### config.mk
export PLATFORM = sky130hd
export DESIGN_NAME = lifo_drain_ctrl_flat
export DESIGN_NICKNAME = d
export VERILOG_FILES = /design/src/rtl/lifo_drain_ctrl_if.sv /design/src/rtl/lifo_drain_ctrl.sv /design/src/flat_wrapper.sv
export SDC_FILE = /design/constraint.sdc
export NUM_CORES = 1
export LEC_CHECK = 0
export ABC_AREA = 1
export CORE_MARGIN = 5
export CORE_UTILIZATION = 43
export CTS_BUF_LIST = sky130_fd_sc_hd__clkbuf_16
export DETAILED_ROUTE_END_ITERATION = 8
export PLACE_DENSITY = 0.8
export SYNTH_ARGS = -nofsm -noshare
export SYNTH_HDL_FRONTEND = slang
export SYNTH_SLANG_ARGS = --single-unit
### constraint.sdc
create_clock -name clk -period 1.25 [get_ports clk]
set_clock_uncertainty 0.1 [all_clocks]
set_input_delay 0.125 -clock clk [delete_from_list [all_inputs] [get_ports clk]]
set_output_delay 0.125 -clock clk [all_outputs]
set_load 0.05 [all_outputs]
### src/rtl/lifo_drain_ctrl_if.sv
// lifo_drain_ctrl_if
// Bundles the control, upstream-LIFO and downstream-stream signals of
// lifo_drain_ctrl so they travel as one port.
//   start/count       : drain request and its word count (0 = until empty)
//   lifo_empty/dout   : upstream LIFO status and read data
//   lifo_pop          : pop strobe back to the LIFO
//   out_data/valid    : registered drained word offered downstream
//   out_ready         : downstream acceptance
//   busy/done/drained : drain status
// Modports: master = environment around the controller, slave = controller.
interface lifo_drain_ctrl_if #(
  parameter int WIDTH = 8,
  parameter int DEPTH = 64
);
  localparam int CW = $clog2(DEPTH) + 1;

  logic             start;
  logic [CW-1:0]    count;
  logic             lifo_empty;
  logic [WIDTH-1:0] lifo_dout;
  logic             lifo_pop;
  logic [WIDTH-1:0] out_data;
  logic             out_valid;
  logic             out_ready;
  logic             busy;
  logic             done;
  logic [CW-1:0]    drained;

  modport master (
    output start, count, lifo_empty, lifo_dout, out_ready,
    input  lifo_pop, out_data, out_valid, busy, done, drained
  );

  modport slave (
    input  start, count, lifo_empty, lifo_dout, out_ready,
    output lifo_pop, out_data, out_valid, busy, done, drained
  );
endinterface

### src/rtl/lifo_drain_ctrl.sv
// lifo_drain_ctrl
// Pops words from an upstream LIFO one at a time and hands each to a
// valid/ready consumer. A drain moves either a fixed number of words
// (count != 0, clamped to DEPTH) or runs until the LIFO reports empty
// (count == 0). One word takes POP -> CAPT -> HOLD, i.e. three cycles with
// out_ready held high.
// Ports:
//   clk   : sole clock, rising edge
//   reset : synchronous, active-high
//   bus   : lifo_drain_ctrl_if.slave (see interface header)
module lifo_drain_ctrl #(
  parameter int WIDTH = 8,
  parameter int DEPTH = 64
) (
  input  logic               clk,
  input  logic               reset,
  lifo_drain_ctrl_if.slave   bus
);
  localparam int CW = $clog2(DEPTH) + 1;
  localparam logic [CW-1:0] DEPTH_CW = CW'(DEPTH);

  typedef enum logic [2:0] {IDLE, POP, CAPT, HOLD, DONE} state_t;

  state_t           state_reg, state_next;
  logic [CW-1:0]    remaining_reg, remaining_next;
  logic             all_mode_reg, all_mode_next;   // count was 0: drain until empty
  logic [CW-1:0]    drained_reg, drained_next;
  logic [WIDTH-1:0] out_data_reg, out_data_next;
  logic             out_valid_reg, out_valid_next;
  logic             pop;

  logic [CW-1:0]    count_clamped;
  logic             stop;

  assign count_clamped = (bus.count > DEPTH_CW) ? DEPTH_CW : bus.count;
  // Empty is only consulted here, so words pushed mid-drain are still picked up.
  assign stop = bus.lifo_empty || (!all_mode_reg && (remaining_reg == '0));

  always_ff @(posedge clk) begin
    if (reset) begin
      state_reg     <= IDLE;
      remaining_reg <= '0;
      all_mode_reg  <= 1'b0;
      drained_reg   <= '0;
      out_data_reg  <= '0;
      out_valid_reg <= 1'b0;
    end else begin
      state_reg     <= state_next;
      remaining_reg <= remaining_next;
      all_mode_reg  <= all_mode_next;
      drained_reg   <= drained_next;
      out_data_reg  <= out_data_next;
      out_valid_reg <= out_valid_next;
    end
  end

  always_comb begin
    state_next     = state_reg;
    remaining_next = remaining_reg;
    all_mode_next  = all_mode_reg;
    drained_next   = drained_reg;
    out_data_next  = out_data_reg;
    out_valid_next = out_valid_reg;
    pop            = 1'b0;

    case (state_reg)
      IDLE: begin
        if (bus.start) begin
          remaining_next = count_clamped;
          all_mode_next  = (bus.count == '0);
          drained_next   = '0;
          state_next     = POP;
        end
      end
      POP: begin
        if (stop) begin
          state_next = DONE;
        end else begin
          pop        = 1'b1;
          state_next = CAPT;
        end
      end
      CAPT: begin
        // LIFO read data is valid the cycle after the pop.
        out_data_next  = bus.lifo_dout;
        out_valid_next = 1'b1;
        state_next     = HOLD;
      end
      HOLD: begin
        if (bus.out_ready) begin
          out_valid_next = 1'b0;
          if (drained_reg != DEPTH_CW) begin
            drained_next = drained_reg + CW'(1);
          end
          if (!all_mode_reg) begin
            remaining_next = remaining_reg - CW'(1);
          end
          state_next = POP;
        end
      end
      DONE: begin
        state_next = IDLE;
      end
      default: begin
        state_next = IDLE;
      end
    endcase
  end

  assign bus.lifo_pop  = pop;
  assign bus.out_data  = out_data_reg;
  assign bus.out_valid = out_valid_reg;
  assign bus.busy      = (state_reg != IDLE);
  assign bus.done      = (state_reg == DONE);
  assign bus.drained   = drained_reg;
endmodule

### src/flat_wrapper.sv
// flat-port wrapper written by rule: the top's interface ports become plain ports
module lifo_drain_ctrl_flat 
#(
  parameter int WIDTH = 8,
  parameter int DEPTH = 64
)
  (clk, reset, bus_start, bus_count, bus_lifo_empty, bus_lifo_dout, bus_out_ready, bus_lifo_pop, bus_out_data, bus_out_valid, bus_busy, bus_done, bus_drained);
  lifo_drain_ctrl_if #(.WIDTH(WIDTH), .DEPTH(DEPTH)) bus_i ();
  input  logic clk;
  input  logic reset;
  input wire logic [$bits(bus_i.start)-1:0] bus_start;
  input wire logic [$bits(bus_i.count)-1:0] bus_count;
  input wire logic [$bits(bus_i.lifo_empty)-1:0] bus_lifo_empty;
  input wire logic [$bits(bus_i.lifo_dout)-1:0] bus_lifo_dout;
  input wire logic [$bits(bus_i.out_ready)-1:0] bus_out_ready;
  output wire logic [$bits(bus_i.lifo_pop)-1:0] bus_lifo_pop;
  output wire logic [$bits(bus_i.out_data)-1:0] bus_out_data;
  output wire logic [$bits(bus_i.out_valid)-1:0] bus_out_valid;
  output wire logic [$bits(bus_i.busy)-1:0] bus_busy;
  output wire logic [$bits(bus_i.done)-1:0] bus_done;
  output wire logic [$bits(bus_i.drained)-1:0] bus_drained;
  assign bus_i.start = bus_start;
  assign bus_i.count = bus_count;
  assign bus_i.lifo_empty = bus_lifo_empty;
  assign bus_i.lifo_dout = bus_lifo_dout;
  assign bus_i.out_ready = bus_out_ready;
  assign bus_lifo_pop = bus_i.lifo_pop;
  assign bus_out_data = bus_i.out_data;
  assign bus_out_valid = bus_i.out_valid;
  assign bus_busy = bus_i.busy;
  assign bus_done = bus_i.done;
  assign bus_drained = bus_i.drained;
  lifo_drain_ctrl #(.WIDTH(WIDTH), .DEPTH(DEPTH)) u_core (.clk(clk), .reset(reset), .bus(bus_i));
endmodule
==> results.cfg <==
[synth]
synth_top_area_share_pct = 37.08
netlist_area_sq_um = 1458
ys_warn_count = 0
ys_top_cells_by_area = dfxtp_1 37%, nor2_1 12%, nand2_1 10%, nand3_1 7.6%, inv_1 5.4%
synth_edf_count = 0
ys_ff_latch = 27
ys_top_cells_by_count = 48 x nor2_1, 40 x nand2_1, 27 x dfxtp_1
synth_top_flop_cell = dfxtp_1
post-synth-top-count-cell = nor2_1
yosysSeqAreaShare_pct = 37.08
syn_nets = 248
post-synth-top-area-cell = dfxtp_1
avgSynthCellArea_sq_um = 6.478
synth_cells = 225
yosysUniqueCellTypes = 25
synth-async-reset-ratio_pct = 0

[routing]
detail-route-antenna-nets = 0
wl_per_cell_um = 27.20
drc = 0
drt_iter0_markers = 450
num_vias = 2440
routed_wl_mm = 10.23
viasPerCell = 6.489
firstDrtPassIters = 5

[setup_path]
start_kind = flip-flop
path_cells = nor2_1, nand4_1, nand3_2, clkinvlp_4, buf_12
critical_path.max_fanout = 2
worstSetupEndpointType = output pin
cpMaxStageDelayCell = dfxtp_1
required_ns = 1.02
critical_path_class = flip-flop to output pin
crit_arrival_ns = 1.65
slowest_delay_ns = 0.35

[power_and_ir_drop]
leakage_nw = 1.342
switchingPower_mw = 3.488
power.density_nw_per_um2 = 2272
design_power_total_mw = 7.281
p_comb_share_pct = 70.4
vdd_drop_max_mv = 1.622
swShare_pct = 47.90
internal_power_mw = 3.793
p_seq_share_pct = 18.7
p_clk_share_pct = 11.0

[placed_design]
port_buffers = 38
place.detailed.hpwl_mm = 3.768
placed_area_sq_um = 2519
place_ws_ns = -0.3221
routabilityCongestion = 0.8460

[sta]
period_needed_ns = 1.875
worstMarginPinSlew_ns = 0.4094
finalMaxSlewViolations = 0
final-setup-viol-count = 30
worst_slack_ns = -0.6252
fmax_mhz = 533.3
relSlewSlack_pct = 72.42
grt_setup_unrepaired = true
finalHoldViolCount = 0
fin_crit_sh_pct = 150.0

[cts]
cts_root_buffer = clkbuf_16
numClockSinks = 27
cts_max_path_buffers = 2
cts_tree = done
h-tree-depth = 1
clk_pin_slew_ns = 0.07
hold_buffers = 0
cts_made_buffers = 3
worstSkewPairLatency_ns = 0.28

[cells_and_area]
final_cell_area_sq_um = 3204
final.fill_count = 60
register_area_sq_um = 568.0
multiInputGateArea_sq_um = 1190
antenna_cells = 0
largest_reg_flops = 8
area_growth_syn_to_layout_pct = 119.8
drive_above_1_share_pct = 58.18
nNetsFinal = 354

[floorplanning]
die_area_sq_um = 4654
die_w_um = 68.22
fp.coreArea_sq_um = 3311
pin_count = 39
start_util_pct = 44.03
die_h_um = 68.22
num_rows = 21

[global_route]
grt_start_max_net_pins = 17
grt_pass1_vias = 2140
antenna_found_initial = 0
gr-total-overflow = 0
grt_pass1_wl_mm = 10.79
grt_usage_pct = 32.28

[run_status]
violations = setup timing
status = complete, but fails checks

[hold_path]
min-delay-path-class = primary input to flip-flop

[job]
drv_cap = 0
metrics by stage:
step | std cells | hold slack [ns] | utilization (%) | TNS, ns
4_1_cts | 371 | 0.3387 | 85.83 | -5.033
3_5_place_dp | 353 | 0.3921 | 76.08 | -5.005
6_report | 376 | 0.3628 | 96.79 | -10.37
3_3_place_gp | 353 | 0.3807 | 76.08 | -3.548
5_1_grt | 376 | 0.3913 | 96.79 | -11.15
2_1_floorplan | 225 | 0.08436 | - | -1.383
what timing repair did:
action / 4_1_cts / 5_1_grt
pin swaps: 6 / 30
endpoints found under the setup margin: 30 / 30
buffers inserted: 55 / 8
gates resized for setup: 51 / 84
endpoints found under the hold margin: 0 / 0
layout by cell type, fill, tap and decap left out, drive strengths merged:
| cell type | n |
|---|---|
| xor2 | 2 |
| a21oi | 15 |
| clkdlybuf4s50 | 19 |
| ha | 3 |
| nand2 | 43 |
| o21ai | 19 |
| nand3 | 24 |
| clkinvlp | 2 |
| buf | 87 |
| nand4 | 4 |
| nor3 | 2 |
| o21bai | 1 |
| clkbuf | 3 |
| nor2 | 51 |
| inv | 24 |
| nand3b | 3 |
| dfxtp | 27 |
| a31oi | 1 |
worst max-delay path: cells and delay by family (launching register included):
kind | cells | cell delay, ns
flops | 1 | 0.35
buf+inv | 2 | 0.28
simple gates | 3 | 0.75
per-layer routing:
metal	track usage [%]	wire [um]	vias to the layer above
met2	56.80	4579	287
met3	9.031	1272	107
met1	34.87	3332	1103
met5	0	0	-
li1	-	-	943
met4	16.87	1042	0
worst paths after layout:
check	from	to	slack, ns	cells after the start
min	bus_lifo_empty	u_core.state_reg[2]$_SDFFE_PP0P_	0.36	3
min reg2reg	u_core.bus.drained[4]$_SDFFE_PP0P_	u_core.bus.drained[4]$_SDFFE_PP0P_	0.41	2
max	u_core.remaining_reg[4]$_SDFFE_PP0P_	bus_lifo_pop	-0.63	5
max reg2reg	u_core.remaining_reg[4]$_SDFFE_PP0P_	u_core.state_reg[1]$_SDFFE_PP0P_	-0.61	10
logic make-up after synthesis:
family,after synthesis,share of synthesized area (%)
xor+xnor,2,1.202
compound gates,36,12.62
buf+inv,30,8.068
flops,27,37.08
fa+ha+maj,3,2.575
simple gates,127,38.45
power by group through the flow:
| stage | logic (mW) | registers (mW) | clock network (mW) |
|---|---|---|---|
| after detailed placement | 3.01 | 1.24 | 0 |
| final | 5.12 | 1.36 | 0.798 |
| after floorplan | 1.32 | 1.46 | 0 |
| after global placement | 2.88 | 1.22 | 0 |
| after global routing | 5.23 | 1.36 | 0.819 |
| after CTS | 3.78 | 1.24 | 0.732 |
final cells by class:
class | count | area share, %
inverters | 25 | 3.475
multi-input cells | 168 | 37.13
clock inverters | 1 | 0.1171
repair buffers | 106 | 37.41
flip-flops and latches | 27 | 17.73
well taps | 46 | 1.796
clock buffers | 3 | 2.343
Note: power is estimated with default switching activity, not from simulation.
